<file path="src/rtl/memaccess.sv">
// PIGRO MEM stage: registers execute results into the writeback bundle and
// runs LDW/STR against data memory over a req/ack handshake with a timeout abort.
module memaccess #(
  parameter int DADDR_W = 8,
  parameter int TIMEOUT = 15
) (
  input  logic               clk,
  input  logic               rst,
  input  logic               in_valid,
  input  logic [4:0]         in_opcode,
  input  logic [31:0]        in_aluout,
  input  logic [31:0]        in_storedata,
  input  logic [3:0]         in_destaddr,
  input  logic [4:0]         in_pc,
  output logic               stall,
  output logic               dmem_req,
  output logic               dmem_we,
  output logic [DADDR_W-1:0] dmem_addr,
  output logic [31:0]        dmem_wdata,
  input  logic [31:0]        dmem_rdata,
  input  logic               dmem_ack,
  output logic [31:0]        aluoutput,
  output logic [31:0]        loadmemorydata,
  output logic [4:0]         cPC,
  output logic [3:0]         destinationAddress,
  output logic [4:0]         opcode,
  output logic               mem_err
);

  // Opcode map: NOP=0, arithmetic/logic 1..ARSH, then the two memory ops.
  localparam logic [4:0] OP_NOP  = 5'd0;
  localparam logic [4:0] OP_ARSH = 5'd10;
  localparam logic [4:0] OP_LDW  = 5'd11;
  localparam logic [4:0] OP_STR  = 5'd12;

  localparam logic [7:0] CNT_LAST = 8'(TIMEOUT - 1);

  typedef enum logic {IDLE, ACCESS} state_t;

  state_t      state;
  logic [7:0]  cnt;
  logic [31:0] cap_aluout;
  logic [4:0]  cap_pc;
  logic [3:0]  cap_dest;

  logic is_alu;
  logic is_mem;

  assign is_alu = (in_opcode > OP_NOP) && (in_opcode <= OP_ARSH);
  assign is_mem = (in_opcode == OP_LDW) || (in_opcode == OP_STR);

  // Stall is a pure decode of the state register, so it drops in the very
  // cycle after completion and upstream can issue again immediately.
  assign stall = (state == ACCESS);

  // NOTE: all state here is sequential and uses non-blocking assignments so
  // every register samples pre-edge values regardless of statement order.
  always_ff @(posedge clk) begin
    if (rst) begin
      state              <= IDLE;
      cnt                <= 8'd0;
      dmem_req           <= 1'b0;
      dmem_we            <= 1'b0;
      dmem_addr          <= '0;
      dmem_wdata         <= 32'd0;
      aluoutput          <= 32'd0;
      loadmemorydata     <= 32'd0;
      cPC                <= 5'd0;
      destinationAddress <= 4'd0;
      opcode             <= OP_NOP;
      mem_err            <= 1'b0;
      cap_aluout         <= 32'd0;
      cap_pc             <= 5'd0;
      cap_dest           <= 4'd0;
    end else begin
      case (state)
        IDLE: begin
          opcode <= OP_NOP;
          if (in_valid && is_alu) begin
            aluoutput          <= in_aluout;
            loadmemorydata     <= 32'd0;
            cPC                <= in_pc;
            destinationAddress <= in_destaddr;
            opcode             <= in_opcode;
          end else if (in_valid && is_mem) begin
            state      <= ACCESS;
            cnt        <= 8'd0;
            dmem_req   <= 1'b1;
            dmem_we    <= (in_opcode == OP_STR);
            dmem_addr  <= in_aluout[DADDR_W-1:0];
            dmem_wdata <= in_storedata;
            cap_aluout <= in_aluout;
            cap_pc     <= in_pc;
            cap_dest   <= in_destaddr;
          end
        end

        ACCESS: begin
          opcode <= OP_NOP;
          cnt    <= cnt + 8'd1;
          // An ack on the last allowed cycle still completes the access.
          if (dmem_ack) begin
            state              <= IDLE;
            dmem_req           <= 1'b0;
            aluoutput          <= cap_aluout;
            loadmemorydata     <= dmem_we ? 32'd0 : dmem_rdata;
            cPC                <= cap_pc;
            destinationAddress <= cap_dest;
            opcode             <= dmem_we ? OP_STR : OP_LDW;
          end else if (cnt == CNT_LAST) begin
            state    <= IDLE;
            dmem_req <= 1'b0;
            mem_err  <= 1'b1;
          end
        end

        default: state <= IDLE;
      endcase
    end
  end

endmodule

</file>
<file path="config.mk">
export PLATFORM = sky130hd
export DESIGN_NAME = memaccess
export DESIGN_NICKNAME = d
export VERILOG_FILES = /design/src/rtl/memaccess.sv
export SDC_FILE = /design/constraint.sdc
export NUM_CORES = 1
export LEC_CHECK = 0
export CORE_UTILIZATION = 40
export CTS_CLUSTER_SIZE = 8
export DETAILED_ROUTE_END_ITERATION = 12
export GPL_TIMING_DRIVEN = 0
export PLACE_DENSITY = 0.77
export SLEW_MARGIN = 25
export SYNTH_ARGS = -nofsm -noshare
export SYNTH_HDL_FRONTEND = slang
export SYNTH_SLANG_ARGS = --single-unit
</file>
<file path="constraint.sdc">
create_clock -name clk -period 1.7 [get_ports clk]
set_input_delay 0.255 -clock clk [delete_from_list [all_inputs] [get_ports clk]]
set_output_delay 0.255 -clock clk [all_outputs]
set_load 0.02 [all_outputs]
</file>
==> impl_metrics.json <==
{
  "status": "finished, final reports clean",
  "drcViolationCount": 0,
  "p_seq_share_pct": 44.5,
  "synthToLayoutAreaGrowth_pct": 54.33,
  "synth_area_leaders": "dfxtp_1 53%, nand2_1 9.2%, a21oi_1 6.8%, mux2i_1 6.8%, a211oi_1 5.0%",
  "holdPathEnd": "dmem_wdata[1]$_SDFFE_PP0P_",
  "detail-route-antenna-nets": 0,
  "die-area_mm2": 0.01593,
  "crit_slowest_cell": "clkdlybuf4s50_1",
  "swShare_pct": 23.44,
  "whs_ps": 367.8,
  "synth_enable_flop_cells": 0,
  "cts_tree": "done",
  "p_int_uw": 6844,
  "grt_pass1_wl_um": 28590,
  "synth_cell_types": 40,
  "final_hold_viol_count": 0,
  "async_reset_ff_share_pct": 0,
  "first_global_vias": 5464,
  "crit_fanout": 2,
  "rr_startpoint": "stall$_SDFF_PP0_",
  "cpPeakStageDelay_ps": 650,
  "rows": 45,
  "pwr-share-clk_pct": 44.3,
  "crit_required_ps": 1440,
  "p_comb_share_pct": 11.1,
  "power.density_mw_per_mm2": 938.4,
  "critPathTopFamily": "buffers and inverters",
  "track_usage_pct": 23.14,
  "path_class": "flip-flop to output pin",
  "critPathArrivalTime_ps": 1410,
  "setup_viol": 0,
  "synth_area_mm2": 0.006172,
  "skew_ps": 9.574,
  "synthCells": 675,
  "layout_min_cycle_time_ps": 1667,
  "hold_path.class": "input pin to flip-flop",
  "grt_max_degree": 17,
  "total_power_uw": 8939,
  "place_congestion": 0.7692,
  "syn_area_per_cell_um2": 9.144,
  "crit_chain": "clkdlybuf4s50_1",
  "coreArea_mm2": 0.01515,
  "clock_path_buffers": 2,
  "cts_buffers": 17,
  "syn-num-nets": 791,
  "vias": 5776,
  "htree_num_levels": 4,
  "yosysTopAreaCell": "dfxtp_1",
  "first_pass_iters": 5,
  "place.port_buffers": 234,
  "worstHoldStart": "in_storedata[1]",
  "vdd_ir_drop_max_uv": 799.2,
  "final_nets": 1047,
  "die_x_um": 126.2,
  "cts-root-buf": "clkbuf_16",
  "synth_commonest_cells": "163 x dfxtp_1, 151 x nand2_1, 84 x a21oi_1, 45 x nor3_1, 42 x mux2i_1",
  "report.final.slew_viol_count": 0,
  "synth_seq_area_share_pct": 52.87,
  "start_kind": "flip-flop",
  "yosysWarnings": 0,
  "dp_slack_ps": -939.3,
  "initial_core_util_pct": 40.75,
  "clk_pin_slew_worst_paths_ps": 70,
  "switchingPower_uw": 2095,
  "clkSinkCount": 163,
  "cp.buffers_inverters": 1,
  "cap_violations": 0,
  "die_y_um": 126.2,
  "reg2reg_depth": 4,
  "wirelength_um": 18160,
  "min_path_cells": 3,
  "r2r_end": "cPC[4]$_SDFFE_PP0P_",
  "antenna_cells": 0,
  "fin_ws_ps": 32.75,
  "fmax_mhz": 599.8,
  "synth_top_area_share_pct": 52.87,
  "r2r_slack_ps": 100,
  "antenna_found_initial": 0,
  "leakagePower_uw": 0.003538,
  "synth.most_common_cell": "dfxtp_1",
  "avgRoutedWirePerCell_um": 16.04,
  "rsz0062_at_grt": "yes",
  "worst_pin_slew_ps": 606.7,
  "io_pins": 236,
  "hpwlAfterDp_um": 13000,
  "synthFlopType": "dfxtp_1",
  "dr.first_iter.drc_count": 257,
  "fin_crit_sh_pct": 98.07,
  "ys_ff_latch": 163,
  "drive_above_1_share_pct": 9.852,
  "gr-total-overflow": 0,
  "viasPerCell": 5.102,
  "slew-limit-headroom_pct": 59.56,
  "end_kind": "output pin",
  "insertion_delay_ps": 430
}
==> per-stage QoR <==
step                util (%)  instances  setup TNS [ps]  instance area (um^2)
global route           62.89       1132          -136.1                  9525
detailed placement     57.77       1097         -122870                  8750
global placement       57.77       1097         -118440                  8750
floorplan                  -        675               0                  6172
finish                 62.89       1132               0                  9525
CTS                    62.23       1130               0                  9425
==> area by class of cell <==
type | count | area (um^2)
tap | 188 | 235.2
clock buffer | 20 | 456.7
clock inverter | 12 | 155.1
sequential | 163 | 3263
buffer | 63 | 382.9
fill | 1310 | 5620
timing repair buffer | 238 | 2382
multi-input combinational | 445 | 2639
inverter | 3 | 11.26
==> logic make-up (layout without fill, tap and decap cells) <==
group | count (synthesis) | after routing | synth area share (%)
AND/OR/NAND/NOR | 229 | 229 | 16.04
AO/OA/AOI/OAI | 171 | 171 | 18.51
flip-flops | 163 | 163 | 52.87
buffers and inverters | 67 | 336 | 5.311
multiplexers | 42 | 42 | 6.811
adder cells (fa/ha/maj) | 2 | 2 | 0.4054
other | 1 | 1 | 0.06076
==> power by group through the flow <==
| stage | Clock, uW | Sequential, uW | Combinational (uW) |
|---|---|---|---|
| 2_1_floorplan | 0 | 4160 | 310 |
| 3_3_place_gp | 0 | 4060 | 967 |
| 3_5_place_dp | 0 | 4060 | 974 |
| 4_1_cts | 4030 | 3980 | 986 |
| 5_1_grt | 4210 | 3990 | 1070 |
| 6_report | 3960 | 3980 | 994 |
==> worst max-delay path by stage <==
stage	start	depth (start not counted)	to	slack [ps]
final	aluoutput[29]$_SDFFE_PP0P_	1	aluoutput[29]	30
after global routing	stall$_SDFF_PP0_	5	dmem_wdata[6]$_SDFFE_PP0P_	-30
after CTS	dmem_wdata[28]$_SDFFE_PP0P_	1	dmem_wdata[28]	1
after detailed placement	in_opcode[0]	7	cPC[2]$_SDFFE_PP0P_	-940
after global placement	in_opcode[0]	7	destinationAddress[1]$_SDFFE_PP0P_	-900
after floorplan	in_opcode[1]	6	cap_aluout[17]$_SDFFE_PP0P_	1
==> metal layers <==
metal	share of wire, %	wire length [um]	global-route usage (%)
met1	44	7981	28.19
met2	49	8928	39.13
met3	5.1	921	6.372
met4	1.8	325	8.150
met5	0	0	0
==> cell usage in the layout, fill, tap and decap left out, types with 3 or more instances in the layout <==
master | synthesis | layout
bufinv_16 | 0 | 3
a21oi_1 | 84 | 84
buf_2 | 10 | 4
a22o_1 | 32 | 32
inv_1 | 3 | 3
clkinv_4 | 0 | 3
clkbuf_4 | 0 | 6
clkbuf_2 | 0 | 8
a311oi_1 | 3 | 3
nor2_1 | 9 | 8
clkbuf_1 | 37 | 19
clkinv_2 | 0 | 3
buf_4 | 17 | 29
nand2_1 | 151 | 151
dlymetal6s2s_1 | 0 | 11
dlygate4sd2_1 | 0 | 14
clkbuf_16 | 0 | 17
nand3b_1 | 3 | 3
dfxtp_1 | 163 | 163
a211oi_1 | 41 | 41
nor3_1 | 45 | 42
mux2i_1 | 42 | 42
clkdlybuf4s50_1 | 0 | 209
nand2b_1 | 4 | 4
==> state kept, by name (all words and copies together) (netlist names) <==
register	flops
cPC	5
dmem_we	1
opcode	5
loadmemorydata	32
mem_err	1
cap_aluout	25
aluoutput	32
dmem_wdata	32
dmem_addr	7
destinationAddress	4
cap_dest	4
cap_pc	5
dmem_req	1
stall	1
cnt	8
==> worst min-delay path, delay by kind of cell <==
kind	cells	cell delay, ps
and+or+nand+nor	1	50
buffers and inverters	1	390
AOI/OAI and AO/OA	1	50
==> timing repair <==
action | CTS | global route
setup buffers | 2 | 2
endpoints found under the setup margin | 169 | 121
hold buffers | 0 | 0
pin swaps | 2 | 4
gates resized for setup | 41 | 50
Note: power is estimated with default switching activity, not from simulation.
